### src/rtl/ex_hazard_unit_pkg.sv
// ============================================================================
// ex_hazard_unit_pkg
// ----------------------------------------------------------------------------
// Shared definitions for the execute-stage hazard / forwarding controller:
//   - fwd_sel_e   : operand forward-select encodings (register file, memory
//                   stage, writeback stage)
//   - hz_state_e  : hazard FSM states (RUN, FLUSH)
//   - NOP_INSTR   : canonical NOP (addi x0, x0, 0) loaded on a fetch flush
//   - REG_W / *_LSB : register index width and instruction field positions
// ============================================================================
package ex_hazard_unit_pkg;

    typedef enum logic [1:0] {
        FWD_RF  = 2'b00,
        FWD_MEM = 2'b01,
        FWD_WB  = 2'b10
    } fwd_sel_e;

    typedef enum logic {
        ST_RUN   = 1'b0,
        ST_FLUSH = 1'b1
    } hz_state_e;

    localparam logic [31:0] NOP_INSTR = 32'h0000_0013;

    localparam int unsigned REG_W   = 5;
    localparam int unsigned RD_LSB  = 7;
    localparam int unsigned RS1_LSB = 15;
    localparam int unsigned RS2_LSB = 20;

endpackage

### src/rtl/ex_hazard_unit_hazard_fwd_sel.sv
// ============================================================================
// hazard_fwd_sel
// ----------------------------------------------------------------------------
// Combinational forward select for one execute-stage source operand.
// The memory stage has priority over writeback because it holds the younger
// result. x0 is never a forwarding source.
//
// Ports:
//   rs            in   REG_W  source register index of the execute instruction
//   mem_rd        in   REG_W  destination held in the memory-stage shadow
//   mem_regwrite  in   1      memory-stage instruction writes mem_rd
//   wb_rd         in   REG_W  destination held in the writeback-stage shadow
//   wb_regwrite   in   1      writeback-stage instruction writes wb_rd
//   sel           out  2      FWD_RF / FWD_MEM / FWD_WB
// ============================================================================
module hazard_fwd_sel
    import ex_hazard_unit_pkg::*;
(
    input  logic [REG_W-1:0] rs,
    input  logic [REG_W-1:0] mem_rd,
    input  logic             mem_regwrite,
    input  logic [REG_W-1:0] wb_rd,
    input  logic             wb_regwrite,
    output fwd_sel_e         sel
);

    always_comb begin
        sel = FWD_RF;
        if (mem_regwrite && (mem_rd != '0) && (mem_rd == rs)) begin
            sel = FWD_MEM;
        end else if (wb_regwrite && (wb_rd != '0) && (wb_rd == rs)) begin
            sel = FWD_WB;
        end
    end

endmodule

### src/rtl/ex_hazard_unit.sv
// ============================================================================
// ex_hazard_unit
// ----------------------------------------------------------------------------
// Hazard and forwarding controller sitting at the consuming end of the
// decode-to-execute pipeline register. It keeps a private shadow of the
// memory- and writeback-stage destinations, so later pipeline registers do
// not need extra fields.
//
// Build option (macro HAZARD_FWD_EN):
//   defined   : operand forwarding from memory/writeback; only load-use
//               hazards stall.
//   undefined : no forwarding (fwd_a = fwd_b = 00); full interlock stalls
//               while any pending writer (ex, mem, wb) targets a decode source.
//
// Parameters:
//   FLUSH_DEPTH  squash cycles after a taken branch, counting the resolving
//                cycle (1..3)
//   CNT_W        width of the saturating stall counter
//
// Ports:
//   clk              in   1      pipeline clock, rising edge
//   reset            in   1      asynchronous, active-high; clears all state
//                                and forces all control outputs low
//   id_idata         in   32     instruction in decode (rs1/rs2 used)
//   ex_idata         in   32     instruction in execute (rd, rs1, rs2 used)
//   ex_regwrite      in   1      execute instruction writes rd
//   ex_memtoreg      in   1      execute instruction is a load
//   ex_branch_taken  in   1      branch/jump resolved taken in execute
//   pc_hold          out  1      PC keeps its value
//   ifid_hold        out  1      fetch/decode register keeps its value
//   ifid_flush       out  1      fetch/decode register loads NOP_INSTR
//   idex_bubble      out  1      decode/execute control inputs forced to 0
//   fwd_a, fwd_b     out  2      operand select (00 RF, 01 MEM, 10 WB)
//   stall_count      out  CNT_W  saturating count of stall cycles
// ============================================================================
module ex_hazard_unit
    import ex_hazard_unit_pkg::*;
#(
    parameter int unsigned FLUSH_DEPTH = 2,
    parameter int unsigned CNT_W       = 16
) (
    input  logic             clk,
    input  logic             reset,
    input  logic [31:0]      id_idata,
    input  logic [31:0]      ex_idata,
    input  logic             ex_regwrite,
    input  logic             ex_memtoreg,
    input  logic             ex_branch_taken,
    output logic             pc_hold,
    output logic             ifid_hold,
    output logic             ifid_flush,
    output logic             idex_bubble,
    output logic [1:0]       fwd_a,
    output logic [1:0]       fwd_b,
    output logic [CNT_W-1:0] stall_count
);

    // Value loaded into the counter on entering FLUSH.
    localparam logic [1:0] FLUSH_INIT = 2'(FLUSH_DEPTH - 1);

    // ------------------------------------------------------------------
    // Instruction field extraction
    // ------------------------------------------------------------------
    logic [REG_W-1:0] id_rs1;
    logic [REG_W-1:0] id_rs2;
    logic [REG_W-1:0] ex_rd;

    assign id_rs1 = id_idata[RS1_LSB +: REG_W];
    assign id_rs2 = id_idata[RS2_LSB +: REG_W];
    assign ex_rd  = ex_idata[RD_LSB  +: REG_W];

    // ------------------------------------------------------------------
    // State
    // ------------------------------------------------------------------
    hz_state_e        state_q;
    hz_state_e        state_d;
    logic [1:0]       flush_cnt_q;
    logic [1:0]       flush_cnt_d;

    logic [REG_W-1:0] mem_rd;
    logic             mem_regwrite;
    logic             mem_memtoreg;
    logic [REG_W-1:0] wb_rd;
    logic             wb_regwrite;

    // ------------------------------------------------------------------
    // Hazard detection
    // ------------------------------------------------------------------
    logic     ex_hit;
    logic     hazard;
    logic     flush_active;
    logic     stall;
    fwd_sel_e fwd_a_sel;
    fwd_sel_e fwd_b_sel;

    assign ex_hit = ex_regwrite && (ex_rd != '0) &&
                    ((ex_rd == id_rs1) || (ex_rd == id_rs2));

`ifdef HAZARD_FWD_EN
    logic [REG_W-1:0] ex_rs1;
    logic [REG_W-1:0] ex_rs2;

    assign ex_rs1 = ex_idata[RS1_LSB +: REG_W];
    assign ex_rs2 = ex_idata[RS2_LSB +: REG_W];

    // With forwarding, only a load in execute cannot be bypassed in time.
    assign hazard = ex_hit && ex_memtoreg;

    hazard_fwd_sel u_fwd_a (
        .rs           (ex_rs1),
        .mem_rd       (mem_rd),
        .mem_regwrite (mem_regwrite),
        .wb_rd        (wb_rd),
        .wb_regwrite  (wb_regwrite),
        .sel          (fwd_a_sel)
    );

    hazard_fwd_sel u_fwd_b (
        .rs           (ex_rs2),
        .mem_rd       (mem_rd),
        .mem_regwrite (mem_regwrite),
        .wb_rd        (wb_rd),
        .wb_regwrite  (wb_regwrite),
        .sel          (fwd_b_sel)
    );
`else
    logic mem_hit;
    logic wb_hit;

    assign mem_hit = mem_regwrite && (mem_rd != '0) &&
                     ((mem_rd == id_rs1) || (mem_rd == id_rs2));
    assign wb_hit  = wb_regwrite && (wb_rd != '0) &&
                     ((wb_rd == id_rs1) || (wb_rd == id_rs2));

    // Without forwarding, decode waits until every pending writer retires.
    assign hazard = ex_hit || mem_hit || wb_hit;

    assign fwd_a_sel = FWD_RF;
    assign fwd_b_sel = FWD_RF;
`endif

    // Flush takes priority: a taken branch (or an ongoing squash) means the
    // decode instruction is wrong-path, so stalling it would be pointless.
    assign flush_active = (state_q == ST_FLUSH) || ex_branch_taken;
    assign stall        = (state_q == ST_RUN) && !ex_branch_taken && hazard;

    // Bits not consumed by the selected configuration.
    logic unused_bits;
    assign unused_bits = ^{id_idata, ex_idata, ex_memtoreg, mem_memtoreg};

    // ------------------------------------------------------------------
    // FSM next state
    // ------------------------------------------------------------------
    always_comb begin
        state_d     = state_q;
        flush_cnt_d = flush_cnt_q;
        unique case (state_q)
            ST_RUN: begin
                if (ex_branch_taken && (FLUSH_DEPTH > 1)) begin
                    state_d     = ST_FLUSH;
                    flush_cnt_d = FLUSH_INIT;
                end
            end
            ST_FLUSH: begin
                // Branches seen here are ignored: execute holds a bubble.
                // Leave once the decremented count reaches zero.
                flush_cnt_d = flush_cnt_q - 2'd1;
                if (flush_cnt_q <= 2'd1) begin
                    state_d = ST_RUN;
                end
            end
            default: begin
                state_d     = ST_RUN;
                flush_cnt_d = '0;
            end
        endcase
    end

    // ------------------------------------------------------------------
    // Control outputs (forced low while reset is asserted)
    // ------------------------------------------------------------------
    always_comb begin
        pc_hold     = 1'b0;
        ifid_hold   = 1'b0;
        ifid_flush  = 1'b0;
        idex_bubble = 1'b0;
        fwd_a       = FWD_RF;
        fwd_b       = FWD_RF;
        if (!reset) begin
            pc_hold     = stall;
            ifid_hold   = stall;
            ifid_flush  = flush_active;
            idex_bubble = stall || flush_active;
            fwd_a       = fwd_a_sel;
            fwd_b       = fwd_b_sel;
        end
    end

    // ------------------------------------------------------------------
    // Sequential state
    // ------------------------------------------------------------------
    always_ff @(posedge clk or posedge reset) begin
        if (reset) begin
            state_q      <= ST_RUN;
            flush_cnt_q  <= '0;
            mem_rd       <= '0;
            mem_regwrite <= 1'b0;
            mem_memtoreg <= 1'b0;
            wb_rd        <= '0;
            wb_regwrite  <= 1'b0;
            stall_count  <= '0;
        end else begin
            state_q     <= state_d;
            flush_cnt_q <= flush_cnt_d;
            // Execute always advances (bubbles included), so the shadow
            // shifts unconditionally.
            mem_rd       <= ex_rd;
            mem_regwrite <= ex_regwrite;
            mem_memtoreg <= ex_memtoreg;
            wb_rd        <= mem_rd;
            wb_regwrite  <= mem_regwrite;
            if (stall && (stall_count != '1)) begin
                stall_count <= stall_count + CNT_W'(1);
            end
        end
    end

endmodule

### config.mk
export PLATFORM = sky130hd
export DESIGN_NAME = ex_hazard_unit
export DESIGN_NICKNAME = d
export VERILOG_FILES = /design/src/rtl/ex_hazard_unit_pkg.sv /design/src/rtl/ex_hazard_unit_hazard_fwd_sel.sv /design/src/rtl/ex_hazard_unit.sv
export SDC_FILE = /design/constraint.sdc
export NUM_CORES = 1
export LEC_CHECK = 0
export ABC_AREA = 1
export CAP_MARGIN = 20
export CELL_PAD_IN_SITES_DETAIL_PLACEMENT = 1
export CELL_PAD_IN_SITES_GLOBAL_PLACEMENT = 1
export CORE_UTILIZATION = 29
export CTS_BUF_LIST = sky130_fd_sc_hd__clkbuf_8
export CTS_CLUSTER_SIZE = 28
export DETAILED_ROUTE_END_ITERATION = 8
export PLACE_DENSITY_LB_ADDON = 0.2
export SYNTH_ARGS = -nofsm -noshare
export SYNTH_HDL_FRONTEND = slang
export SYNTH_SLANG_ARGS = --single-unit
### constraint.sdc
create_clock -name clk -period 2 [get_ports clk]
set_input_delay 0.4 -clock clk [delete_from_list [all_inputs] [get_ports clk]]
set_output_delay 0.4 -clock clk [all_outputs]
set_load 0.02 [all_outputs]
==> results of run 1 <==
flip-flops by register name, indices dropped and copies added, names as in the netlist:
signal,count
mem_regwrite,1
flush_cnt_q,2
wb_regwrite,1
stall_count,16
wb_rd,5
mem_rd,5
state_q,1
cell type report:
type	count	area, um2	share of cell area [%]
clock inverter	1	3.75	0.136
sequential	31	776	28.1
inverter	38	143	5.17
clock buffer	7	96.3	3.49
timing repair buffer	56	518	18.8
tap	96	120	4.35
multi-input combinational	225	1100	40.0
routing by layer:
layer / vias up / track usage, % / wire, um
li1: 1042 / - / -
met1: 959 / 24.1 / 3020
met2: 31 / 26.3 / 2510
met3: 7 / 3.05 / 169
met4: 0 / 5.30 / 70
met5: - / 0 / 0
worst register-to-register path: cells and delay by family (launching register included):
family / cells / cell delay [ps]
xor+xnor: 1 / 160
buf+inv: 2 / 440
flops: 1 / 430
simple gates: 8 / 650
power by group:
group,internal (mW),leakage [nW],switching (mW)
clock,0.309,0.0557,0.245
sequential,0.698,0.397,0.0653
combinational,0.227,0.995,0.314
total,1.23,1.45,0.624
cell usage in the layout (no fill, tap or decap), drive strengths merged:
master and instances:
buf 21, dfrtp 31, nor3b 1, xor2 11, xnor2 9, o21ai 5
clkdlybuf4s15 8, inv 39, nor3 1, ha 2, clkdlybuf4s50 19, nand3 14
conb 4, nand4 24, dlygate4sd2 7, and3 1, nor2 37, clkbuf 8
nand2 116
metrics by stage:
step                      setup slack (ps)  hold slack [ps]
after floorplan                        109              348
after global placement                -856              363
after detailed placement              -873              362
after CTS                            -98.2              369
after global routing                  -207              381
final                                -62.8              362
cells by family (layout without fill, tap and decap cells):
logic type               count (synthesis)  count (layout)  synth area share [%]
AND/OR/NAND/NOR                        194             194                  40.5
adder cells (fa/ha/maj)                  2               2                  1.21
XOR/XNOR                                20              20                  8.50
flip-flops                              31              31                  37.6
buffers and inverters                   49             102                  10.8
other                                    1               4                 0.182
AO/OA/AOI/OAI                            5               5                  1.21
how the worst min path moves through the flow:
stage	slack (ps)	endpoint	depth (start not counted)	startpoint
final	360	wb_regwrite	0	mem_regwrite
after global routing	380	mem_rd[1]	1	ex_idata[8]
after CTS	370	mem_rd[1]	1	ex_idata[8]
after detailed placement	360	wb_regwrite	0	mem_regwrite
after global placement	360	wb_regwrite	0	mem_regwrite
after floorplan	350	wb_regwrite	0	mem_regwrite
repair_timing:
action | in CTS | in global routing
endpoints found under the setup margin | 18 | 11
pin swaps | 11 | 8
hold buffers | 0 | 0
buffers inserted | 0 | 1
gates resized for setup | 59 | 10
==> run_results.csv, run 1 <==
group,metric,value,unit
layout,layout-drive-gt1-share,17.0,%
detailed_routing,via_count,2039,
synthesis,yosys_most_used_dff,"dfrtp_1",
synthesis,synth_commonest_cells,"nand2_1 (116), nor2_1 (35), inv_1 (33)",
global_routing,grt_first_pass_wirelength,9800,um
synthesis,avgSynthCellArea,6.83,um2
sta,finalWorstSetupSlack,-62.8,ps
cts,cts_tree,"built",
sta,rsz0062_at_grt,"true",
critical_path,cp.required,1600,ps
sta,slew_violations,0,
floorplan,die_w,86.3,um
detailed_routing,viasPerCell,4.49,
flow_run,cap_violations,0,
pwr,powerDensity,673,nW/um2
sta,finalHoldViolCount,0,
synthesis,ys_top_cells_by_area,"dfrtp_1 (38%), nand2_1 (21%), nand4_1 (7.0%)",
floorplan,start_util,30.2,%
synthesis,syn-cell-area,2060,um2
global_routing,grt-ovfl-total,0,
cts,numCtsBuffers,5,
sta,fin_crit_sh,103,%
synthesis,ys_warn_count,0,
sta,fmax,0.485,GHz
layout,area_growth,33.9,%
critical_path,path_buf_inv,4,
critical_path,crit_end,"idex_bubble",
cts,clockBufferDepth,2,
synthesis,syn_inst,302,
detailed_routing,post_drt_wl_per_cell,12.7,um
critical_path,cp-start-kind,"flip-flop",
synthesis,synth.most_common_cell,"nand2_1",
cts,cts-root-buf,"clkbuf_8",
layout,n_fill_cell,890,
critical_path,r2r_slack,220,ps
pwr,leakagePower,1.45,nW
sta,fin_tns_setup,-151,ps
cts,clk_pin_slew_worst_paths,70,ps
layout,layout.nets,428,
outcome,status,"finished with violations",
placed_design,dpl_cell_area,2620,um2
critical_path,critical_path_class,"flip-flop to output port",
floorplan,core,6830,um2
layout,fin_util,40.4,%
placed_design,port_buffers,38,
critical_path,worst_setup_path_end_kind,"output port",
min_path,hp-class,"flip-flop to flip-flop",
synthesis,synth_cell_type_count,22,
detailed_routing,antenna_left,0,
layout,fin_cells,454,
global_routing,grt_pass1_vias,1968,
critical_path,worstPathArrival,1660,ps
cts,htree_levels,2,
floorplan,io_pins,93,
floorplan,dieArea,7450,um2
synthesis,synth_edf_count,0,
critical_path,regToRegEndpoint,"stall_count[3]",
critical_path,rr_worst_depth,11,
outcome,failed_checks,"setup timing",
layout,num_antenna_cells,0,
pwr,p_total,1.86,mW
synthesis,synth_top_area_share,37.6,%
synthesis,ys_seq_elements,31,
synthesis,async_flop_share,100,%
synthesis,synth_top_cell_by_area,"dfrtp_1",
critical_path,critical_path_peak_fanout,4,
critical_path,crit_top_cell,"nor2_1",
floorplan,die_h,86.3,um
detailed_routing,drt_iter0_drc,87,
sta,fin_skew,9.09,ps
critical_path,worst_path_max_delay_cell,"dfrtp_1",
detailed_routing,routed_wl,5770,um
detailed_routing,drc,0,
floorplan,row_count,30,
cts,cts.sinks,31,
synthesis,synth_seq_area_share,37.6,%
sta,finalSetupViolCount,3,
critical_path,max_stage_delay,430,ps
pwr,peakVddDrop,0.458,mV
placed_design,dpl.hpwl,4380,um
layout,final_area,2760,um2
cts,insertion_delay,290,ps
critical_path,crit_path_start,"mem_rd[1]",
sta,min_period,2060,ps
detailed_routing,firstDrtPassIters,4,
critical_path,worst-path-stages,10,
global_routing,grt_max_degree,32,
placed_design,placed_cells,445,
placed_design,gp_congestion,0.790,
critical_path,path_cells,"inv_2, buf_6, nand4_1, o21ai_1, inv_1, nand2_1, nand3_2, nor2_1, nor2_1, buf_4",
critical_path,cp_top_family,"flip-flops",
global_routing,globalRouteTotalUtil,17.0,%
critical_path,r2r_start,"mem_rd[1]",
global_routing,antenna_found_initial,0,
No activity file was read; power rests on OpenSTA's default activity.
==> run 2, diff against run 1 <==
Settings changed: CORE_UTILIZATION 29 to 28, CTS_BUF_LIST sky130_fd_sc_hd__clkbuf_8 to sky130_fd_sc_hd__clkbuf_16.
==> run_results.csv, run 2 (synthesis gave the netlist of run 1 again) <==
group,metric,value,unit
outcome,status,"finished with violations",
outcome,failed_checks,"setup timing",
critical_path,crit_path_start,"mem_rd[0]",
floorplan,die_w,87.8,um
detailed_routing,via_count,2046,
cts,numCtsBuffers,5,
placed_design,dpl.hpwl,4450,um
floorplan,io_pins,93,
sta,finalWorstSetupSlack,-36.8,ps
layout,top_register,"stall_count",
cts,cts.sinks,31,
placed_design,port_buffers,38,
sta,fin_crit_sh,102,%
detailed_routing,routed_wl,6000,um
detailed_routing,viasPerCell,4.53,
detailed_routing,post_drt_wl_per_cell,13.3,um
placed_design,gp_congestion,0.788,
global_routing,busiest_layer,"met2",
layout,n_fill_cell,889,
placed_design,dp_slack,-872,ps
critical_path,r2r_start,"mem_rd[0]",
sta,rsz0062_at_grt,"true",
layout,reg_top3,"stall_count (16), mem_rd (5), wb_rd (5)",
global_routing,antenna_found_initial,0,
layout,layout-drive-gt1-share,17.4,%
global_routing,grt-ovfl-total,0,
pwr,peakVddDrop,0.443,mV
detailed_routing,drc,0,
critical_path,regToRegEndpoint,"stall_count[14]",
critical_path,critical_path_peak_fanout,4,
pwr,powerDensity,723,nW/um2
layout,regArea,778,um2
critical_path,critical_path_class,"flip-flop to output port",
cts,cts_tree,"built",
layout,num_antenna_cells,0,
cts,htree_levels,2,
cts,clockBufferDepth,2,
layout,final_common_cell,"nand2_1",
critical_path,r2r_slack,220,ps
cts,clk_pin_slew_worst_paths,50,ps
sta,fin_skew,7.25,ps
critical_path,worstPathArrival,1640,ps
global_routing,grtUsageMet3,3.11,%
sta,finalSetupViolCount,3,
layout,area_growth,36.0,%
detailed_routing,antenna_left,0,
sta,whs,311,ps
critical_path,worst_setup_path_end_kind,"output port",
layout,largest_reg_flops,16,
critical_path,rr_worst_depth,11,
global_routing,use_met1,22.8,%
layout,multi_input_area,1140,um2
sta,finalHoldViolCount,0,
critical_path,cp-start-kind,"flip-flop",
min_path,worstHoldEndpoint,"mem_rd[0]",
layout,layout_common_cells,"nand2_1 (111), dfrtp_1 (29), nor2_1 (28)",
sta,slew_violations,0,
floorplan,row_count,30,
global_routing,gr-usage-met2,28.0,%
min_path,hp-class,"input pin to flip-flop",
global_routing,grt_first_pass_wirelength,10000,um
layout,layout.nets,426,
cts,insertion_delay,280,ps
global_routing,grt_pass1_vias,2134,
min_path,min_from,"ex_idata[7]",
detailed_routing,drt_iter0_drc,86,
critical_path,cp.required,1600,ps
flow_run,cap_violations,0,
min_path,worstHoldPathCells,1,
cts,hold_buffers,0,
detailed_routing,firstDrtPassIters,4,
floorplan,dieArea,7710,um2
sta,fmax,0.491,GHz
cts,cts-root-buf,"clkbuf_16",
pwr,leakagePower,1.46,nW
floorplan,core,6940,um2
sta,min_period,2040,ps
global_routing,grt_max_degree,32,
global_routing,globalRouteTotalUtil,17.0,%
floorplan,start_util,29.7,%
floorplan,die_h,87.8,um
run 2: cell types whose count changed in the layout (fill, tap and decap cells not counted), sizes merged:
cell	before	now
clkinv	0	2
dlygate4sd2	7	6
buf	21	19
clkdlybuf4s15	8	7
run 2: worst max path at each step:
| stage | end |
|---|---|
| finish | idex_bubble |
| global placement | pc_hold |
| global route | idex_bubble |
| detailed placement | ifid_hold |
| CTS | ifid_hold |
| floorplan | pc_hold |
run 2: final cells by class:
| cell class | count | area share (%) |
|---|---|---|
| multi-input combinational | 225 | 40.7 |
| inverter | 38 | 5.09 |
| tap | 96 | 4.28 |
| sequential | 31 | 27.8 |
| clock buffer | 5 | 4.46 |
| timing repair buffer | 54 | 17.4 |
| clock inverter | 3 | 0.402 |
run 2: routing by layer:
layer  vias up  share of wire, %
met4         0               1.0
li1       1039                 -
met3         5               3.4
met2        33                46
met1       969                49
met5         -                 0
run 2: critical path, stage by stage, from the launching register on:
cell and delay (ps):
dfrtp_2 440, inv_2 80, buf_6 80, nand4_1 90, o21ai_1 140, inv_1 60, nand2_2 80, nand3_4 80
nor2_2 110, nor2_1 50, buf_4 150
run 2: stage by stage:
| stage | cell area (um2) | std cells | util, % | power, mW | setup TNS [ps] |
|---|---|---|---|---|---|
| floorplan | 2080 | 305 | - | 1.09 | 0 |
| global placement | 2620 | 444 | 37.7 | 1.30 | -8530 |
| detailed placement | 2620 | 444 | 37.7 | 1.32 | -9260 |
| CTS | 2780 | 453 | 40.0 | 2.05 | -284 |
| global route | 2800 | 452 | 40.4 | 2.17 | -475 |
| finish | 2800 | 452 | 40.4 | 2.03 | -75.4 |
run 2: timing repair:
item	in CTS	in global routing
buffers inserted	1	0
pin swaps	9	13
endpoints found under the setup margin	19	17
gates resized for setup	48	28
run 2: power by group:
group          internal [mW]  switching (mW)  total [mW]
registers              0.700          0.0723       0.772
clock network          0.447           0.269       0.716
logic                  0.220           0.319       0.540
total                   1.37           0.661        2.03
==> run 3, diff against run 2 <==
Settings changed: ABC_CLOCK_PERIOD_IN_PS set to 2000, CTS_CLUSTER_DIAMETER set to 80.
==> results of run 3 <==
Same layout as run 2: the final DEF is identical, and so are final timing and power.
